[config.mk]
export PLATFORM = sky130hd
export DESIGN_NAME = e203_exu_flush_arbiter
export DESIGN_NICKNAME = d
export VERILOG_FILES = /design/src/rtl/e203_exu_flush_arbiter.sv
export SDC_FILE = /design/constraint.sdc
export NUM_CORES = 1
export LEC_CHECK = 0
export CORE_MARGIN = 5
export CORE_UTILIZATION = 49
export DETAILED_ROUTE_END_ITERATION = 8
export GPL_ROUTABILITY_DRIVEN = 0
export GPL_TIMING_DRIVEN = 0
export MAX_ROUTING_LAYER = met4
export PLACE_DENSITY = 0.81
export RECOVER_POWER = 25
export SLEW_MARGIN = 40
export SYNTH_ARGS = -nofsm -noshare
export SYNTH_HDL_FRONTEND = slang
export SYNTH_SLANG_ARGS = --single-unit
[constraint.sdc]
create_clock -name clk -period 3.69 [get_ports clk]
set_clock_uncertainty 0.2 [all_clocks]
set_input_delay 0.5535 -clock clk [delete_from_list [all_inputs] [get_ports clk]]
set_output_delay 0.5535 -clock clk [all_outputs]
set_load 0.01 [all_outputs]
[src/rtl/e203_exu_flush_arbiter.sv]
// Flush arbiter: shares the single IFU flush port between branch-class and
// exception-class requesters, computes the target PC with one registered adder.
module e203_exu_flush_arbiter #(
    parameter int PC_SIZE = 32,
    parameter int CNT_W   = 16
) (
    input  logic               clk,
    input  logic               rst_n,
    input  logic               brch_req,
    input  logic [PC_SIZE-1:0] brch_op1,
    input  logic [PC_SIZE-1:0] brch_op2,
    output logic               brch_ack,
    input  logic               excp_req,
    input  logic [PC_SIZE-1:0] excp_op1,
    input  logic [PC_SIZE-1:0] excp_op2,
    output logic               excp_ack,
    output logic               ifu_flush_req,
    output logic [PC_SIZE-1:0] ifu_flush_pc,
    input  logic               ifu_flush_ack,
    output logic               busy,
    output logic [CNT_W-1:0]   cnt_brch,
    output logic [CNT_W-1:0]   cnt_excp,
    output logic [CNT_W-1:0]   cnt_preempt
);

    typedef enum logic [1:0] {
        IDLE  = 2'd0,
        CALC  = 2'd1,
        ISSUE = 2'd2,
        DONE  = 2'd3
    } state_t;

    localparam logic SRC_BRCH = 1'b0;
    localparam logic SRC_EXCP = 1'b1;

    state_t             state_r;
    logic               src_r;
    logic [PC_SIZE-1:0] op1_r;
    logic [PC_SIZE-1:0] op2_r;
    logic [PC_SIZE-1:0] pc_r;
    logic               req_r;
    logic               brch_ack_r;
    logic               excp_ack_r;
    logic               busy_r;
    logic [CNT_W-1:0]   cnt_brch_r;
    logic [CNT_W-1:0]   cnt_excp_r;
    logic [CNT_W-1:0]   cnt_preempt_r;

    // Carry-out is dropped and the result is halfword aligned.
    function automatic logic [PC_SIZE-1:0] target_pc(input logic [PC_SIZE-1:0] a,
                                                     input logic [PC_SIZE-1:0] b);
        logic [PC_SIZE-1:0] sum;
        sum    = a + b;
        sum[0] = 1'b0;
        return sum;
    endfunction

    function automatic logic [CNT_W-1:0] sat_inc(input logic [CNT_W-1:0] c);
        if (c == {CNT_W{1'b1}}) begin
            return c;
        end else begin
            return c + {{(CNT_W-1){1'b0}}, 1'b1};
        end
    endfunction

    // Flush sequencing FSM with all outputs and statistics registered.
    always_ff @(posedge clk) begin
        if (!rst_n) begin
            state_r       <= IDLE;
            src_r         <= SRC_BRCH;
            op1_r         <= {PC_SIZE{1'b0}};
            op2_r         <= {PC_SIZE{1'b0}};
            pc_r          <= {PC_SIZE{1'b0}};
            req_r         <= 1'b0;
            brch_ack_r    <= 1'b0;
            excp_ack_r    <= 1'b0;
            busy_r        <= 1'b0;
            cnt_brch_r    <= {CNT_W{1'b0}};
            cnt_excp_r    <= {CNT_W{1'b0}};
            cnt_preempt_r <= {CNT_W{1'b0}};
        end else begin
            case (state_r)
                IDLE: begin
                    brch_ack_r <= 1'b0;
                    excp_ack_r <= 1'b0;
                    req_r      <= 1'b0;
                    if (excp_req) begin
                        op1_r   <= excp_op1;
                        op2_r   <= excp_op2;
                        src_r   <= SRC_EXCP;
                        state_r <= CALC;
                        busy_r  <= 1'b1;
                    end else if (brch_req) begin
                        op1_r   <= brch_op1;
                        op2_r   <= brch_op2;
                        src_r   <= SRC_BRCH;
                        state_r <= CALC;
                        busy_r  <= 1'b1;
                    end else begin
                        state_r <= IDLE;
                        busy_r  <= 1'b0;
                    end
                end
                CALC: begin
                    // An exception arriving before issue supersedes a pending branch.
                    if ((src_r == SRC_BRCH) && excp_req) begin
                        op1_r         <= excp_op1;
                        op2_r         <= excp_op2;
                        src_r         <= SRC_EXCP;
                        cnt_preempt_r <= sat_inc(cnt_preempt_r);
                        state_r       <= CALC;
                    end else begin
                        pc_r    <= target_pc(op1_r, op2_r);
                        req_r   <= 1'b1;
                        state_r <= ISSUE;
                    end
                end
                ISSUE: begin
                    if (ifu_flush_ack) begin
                        req_r      <= 1'b0;
                        brch_ack_r <= (src_r == SRC_BRCH);
                        excp_ack_r <= (src_r == SRC_EXCP);
                        state_r    <= DONE;
                    end else begin
                        req_r   <= 1'b1;
                        state_r <= ISSUE;
                    end
                end
                DONE: begin
                    brch_ack_r <= 1'b0;
                    excp_ack_r <= 1'b0;
                    busy_r     <= 1'b0;
                    state_r    <= IDLE;
                    if (src_r == SRC_EXCP) begin
                        cnt_excp_r <= sat_inc(cnt_excp_r);
                    end else begin
                        cnt_brch_r <= sat_inc(cnt_brch_r);
                    end
                end
                default: begin
                    state_r    <= IDLE;
                    req_r      <= 1'b0;
                    brch_ack_r <= 1'b0;
                    excp_ack_r <= 1'b0;
                    busy_r     <= 1'b0;
                end
            endcase
        end
    end

    assign brch_ack      = brch_ack_r;
    assign excp_ack      = excp_ack_r;
    assign ifu_flush_req = req_r;
    assign ifu_flush_pc  = pc_r;
    assign busy          = busy_r;
    assign cnt_brch      = cnt_brch_r;
    assign cnt_excp      = cnt_excp_r;
    assign cnt_preempt   = cnt_preempt_r;

endmodule

# --- After elaboration in Yosys (flattened, before gate mapping) ---
# Cells that the tools add are included.
totals:
  regBits: 150
  in_bits: 133
  out_inout_bits: 84
  word_cells: 72
classes:
  n_addsub: 4
  eq_ne: 10
  mux: 27
  bitwise_logic: 5
  reduce_logical: 14
ops:
  columns: ["operator", "n"]
  rows:
  - ["$mux 32", 6]
  - ["$pmux 32 s2", 2]
  - ["$add 16x1->16 const B", 3]
  - ["$eq 16x16->1 const B", 3]
  - ["$add 32x32->32", 1]
  - ["$mux 1", 12]
  - ["$reduce_and 3->1", 4]
  - ["$pmux 1 s2", 4]
  - ["$pmux 2 s4", 1]
  - ["$ne 2x2->1 const B", 3]
  - ["$reduce_and 2->1", 3]
  - ["$reduce_bool 2->1", 3]
  - ["$not 1->1", 5]
  - ["$eq 2x2->1 const B", 2]
  - ["$ne 3x3->1 const B", 1]
  - ["$pmux 1 s3", 1]
  - ["$reduce_bool 3->1", 1]
  - ["$eq 2x1->1 const B", 1]
  - ["$logic_not 2->1", 1]
  - ["$mux 2", 1]
  - ["$reduce_or 2->1", 1]
  - ["$logic_and 1x1->1", 1]

# --- Logic depth before layout (Yosys ltp) ---
logic_depth:
  ltp_word: 4
  mapped_depth: 10
  ltp_nobuf: 9

# --- Least setup slack after synthesis ---
# Ideal clock, no wire load.
synth_timing:
  path_type: "flip-flop to flip-flop"
  from: "register op1_r[0]"
  to: "register pc_r[22], in the netlist ifu_flush_pc[22]"
  setup_ns: 0.124
  arrival_time_ns: 2.348
  required_time_ns: 3.366
  setup_slack_ns: 1.018
  stages_incl_launch_ff: 10
  path_buffers: 0
  period_less_slack_ns: 2.672
  path_cell_list: "dfxtp_1 > and2_1 > fa_1 > a21o_1 > a221oi_4 > a21oi_2 > or4_4 > nand3_4 > nor3b_2 > o31ai_2"
synth_between:
  elab_chain_cells: 1
synth_rtl:
  columns: ["element", "line", "text"]
  rows:
  - ["start, declared", "38", "logic [PC_SIZE-1:0] op1_r;"]
  - ["start signal, assigned", "71", "op1_r <= {PC_SIZE{1'b0}};"]
  - ["start signal, assigned", "88", "op1_r <= excp_op1;"]
  - ["start signal, assigned", "94", "op1_r <= brch_op1;"]
  - ["$add 32x32->32", "53", "sum = a + b;"]
  - ["end signal, assigned", "73", "pc_r <= {PC_SIZE{1'b0}};"]
  - ["end signal, assigned", "113", "pc_r <= target_pc(op1_r, op2_r);"]
  - ["end, declared", "40", "logic [PC_SIZE-1:0] pc_r;"]
# No other way between the ends.
# A chain may end at the register's enable or synchronous reset.

# --- Worst setup path after layout ---
layout_timing:
  from: "input port excp_req"
  to: "register op1_r[3]"
layout_between:
  elab_chain_cells: 3
  elab_cells_between_ends: 6
  cone_classes: "2 x eq/ne; 2 x mux; 2 x reduce/logical"
layout_rtl:
  columns: ["element", "line", "text"]
  rows:
  - ["start, declared", "13", "input logic excp_req,"]
  - ["$logic_and 1x1->1", "106", "if ((src_r == SRC_BRCH) && excp_req) begin"]
  - ["$ne 2x2->1 (no line)", null, null]
  - ["$reduce_and 3->1 (no line)", null, null]
  - ["end signal, assigned", "88", null]
  - ["end signal, assigned", "94", null]
  - ["end signal, assigned", "107", "op1_r <= excp_op1;"]
# Several ways; a longest one is shown, not always the timed one.

==> qor.txt <==
Max Transition Viols Final -> 0
Crit Path Max Fanout -> 10
Clock Pin Slew Worst Setup and Hold Paths -> 0.07 ns
Synth cell types -> 67
Boundary pin count -> 217
CP peak stage delay -> 0.78 ns
Count of nets after finishing -> 1,430
Wire length per cell -> 17.0 µm
Avg Cell Area, Syn -> 7.98 µm²
Post-synthesis compound-gate area fraction -> 24.6%
Slowest cell on crit path -> dlygate4sd3_1
Power, Total -> 5.09 mW
Register area -> 0.00300 mm²
Hold slack -> 0.248 ns
Crit Path Category -> primary input to register
Largest net degree at the start of global routing -> 17
TritonCTS clock tree -> yes
Global-route wire length before repair -> 40.4 mm
Fmax -> 311 MHz
Largest family of logic cells by synthesized area -> compound AO/OA/AOI/OAI gates
Number of setup violations in the final report -> 0
Gr ovfl total -> 0
Post-CTS Setup Repair Bufs -> 0
TritonCTS Buffers -> 17
Pleak -> 4.26 nW
Synth-to-layout area growth -> 36.9%
DRT Pass-1 Iters -> 5
Post-DP HPWL -> 20.1 mm
Global Route Usage Sum -> 26.1%
Post-Syn Nets -> 1,197
Mapped Cells -> 1,025
FF-to-FF Start -> op2_r[5]
Yosys warnings -> 0
Die X -> 139 µm
Fin crit share -> 87.1%
Status -> finished, final reports clean
Non-filler cells, final -> 1,491
Final Routed Wirelength -> 25.4 mm
Antenna Cells -> 0
Post-synthesis sequential area ratio -> 36.7%
CTS resizes -> 0
CP Cell Sequence -> dlygate4sd3_1 > clkbuf_1 > a32o_1 > clkbuf_1 > clkbuf_1 > nor2_1 > a311oi_1
Fin crit period -> 3.22 ns
Number of global-route vias before repair -> 8,123
Drt drc -> 0
Core ar. -> 0.0165 mm²
Synth Area in Adders -> 6.06%
H-tree Lvls -> 4
RSZ-0062 raised after global routing -> no
Post-synth top area cell -> dfxtp_1
Most used cell, CP -> clkbuf_1
Crit path from -> excp_req
CTS root buf -> clkbuf_16
Most numerous cell in the Yosys netlist -> dfxtp_1
Placed Cells -> 1,459
Final core utilization -> 68.0%
Synth Cell Area -> 0.00818 mm²
Mux share of post-synthesis cell area -> 0.490%
Final setup TNS -> 0 ns
CP arrival -> 3.36 ns
Reg2reg setup slack -> 0.78 ns
Iteration-0 DRC Markers -> 517
P per Cell Area -> 454 mW/mm²
HP Start -> ifu_flush_pc[11]
Slew @ Worst Pin -> 0.679 ns
Fill count -> 1,397
Synth Register Bits -> 150
Synth area leaders -> dfxtp_1, a311oi_1, nand2_1
Clock Latency Late Sink -> 0.44 ns
Die area -> 0.0194 mm²
Buffers on Ports -> 214
Xor/xnor share of the synthesized area -> 6.00%
Synth top area share -> 36.7%
Min-delay worst type -> register to register
Post-synth EDFFs -> 0
VDD IR max -> 0.380 mV
Fin. Hold Viols -> 0
Max-Cap Viols -> 0
Layout cells sized above 1 -> 4.72%
Final antenna-violating net count -> 0
Critical Path Start Type -> primary input
Simple logic cell fraction of the synthesized area -> 21.9%
Routed via count -> 8,560
Cell Rows -> 47
Initial Util -> 49.7%
Multi-input combinational cell area -> 0.00484 mm²
Initial antenna violation count -> 0
Main flop type after synthesis -> dfxtp_1
Die H -> 139 µm
Worst Path Required -> 3.83 ns
Via/cell ratio -> 5.74
Deepest clock path buffer count -> 2
CTS Hold Buffers Added -> 0
Synth async-reset ratio -> 0%
Post-synth top cells -> dfxtp_1, nand2_1, nor2_1
Crit end category -> register
Slew HR -> 54.7%
Clk sinks -> 150
[cell families (layout without fill, tap and decap cells)]
kind of cell | after synthesis | in the layout
multiplexers | 4 | 4
other | 1 | 1
adder cells (fa/ha/maj) | 39 | 39
AO/OA/AOI/OAI | 299 | 299
XOR/XNOR | 56 | 56
buffers and inverters | 79 | 325
AND/OR/NAND/NOR | 397 | 397
flip-flops | 150 | 150
[stage by stage]
step,instance area (µm²),setup WS (ns)
finish,11200,0.474
global route,11200,0.325
CTS,11200,0.583
detailed placement,10600,0.146
global placement,10600,0.230
floorplan,8180,1.02
[area by class of cell]
class                   count  share of cell area [%]
multi-input cells         796                    43.2
flip-flops and latches    150                    26.8
repair buffers            214                    19.1
clock buffers              17                    3.80
plain buffers              65                    2.48
well taps                 220                    2.46
clock inverters            15                    1.64
inverters                  14                   0.469
[where the power goes]
group / total, mW / leakage (nW) / switching [mW] / internal, mW
clock network: 1.80 / 0.292 / 0.773 / 1.02
logic: 1.40 / 2.74 / 0.801 / 0.598
registers: 1.89 / 1.23 / 0.113 / 1.78
[placed cells by master, fill, tap and decap left out, types with 5 or more instances in the layout]
cell type	count
clkdlybuf4s50_1	175
dfxtp_1	150
nand2_1	146
nor2_1	135
o21ai_0	103
a311oi_1	67
clkbuf_1	56
a21oi_1	51
dlygate4sd3_1	39
ha_1	38
xor2_1	28
xnor2_1	28
nand3_1	21
clkbuf_16	17
nand4_1	16
a21o_1	15
inv_1	14
and3_1	13
or3_1	13
and2_1	11
nor3_1	11
and4_1	9
a31oi_1	9
inv_6	6
a211oi_1	5
[flip-flops by register name (all words and copies together) (netlist names), 16 cells and up, named ones only]
name	cells
op1_r	32
cnt_brch	16
op2_r	32
cnt_preempt	16
cnt_excp	16
ifu_flush_pc	31
[per-layer routing]
layer / global-route usage [%] / routed length [µm] / up-vias
met4: 7.11 / 551 / 0
met3: 6.10 / 2220 / 49
li1: - / - / 4175
met1: 31.6 / 10400 / 3959
met5: - / 0 / -
met2: 43.8 / 12200 / 377
[worst max-delay path: cells and delay by family]
family	cells	cell delay, ns
buffers and inverters	4	2.15
and+or+nand+nor	1	0.09
AOI/OAI and AO/OA	2	0.55
[path summary, 6_finish.rpt]
kind	depth (start not counted)	end
max	7	op1_r[3]
max reg2reg	8	ifu_flush_pc[31]
min	2	ifu_flush_pc[11]
min reg2reg	2	ifu_flush_pc[11]
No activity file was read; power rests on OpenSTA's default activity.
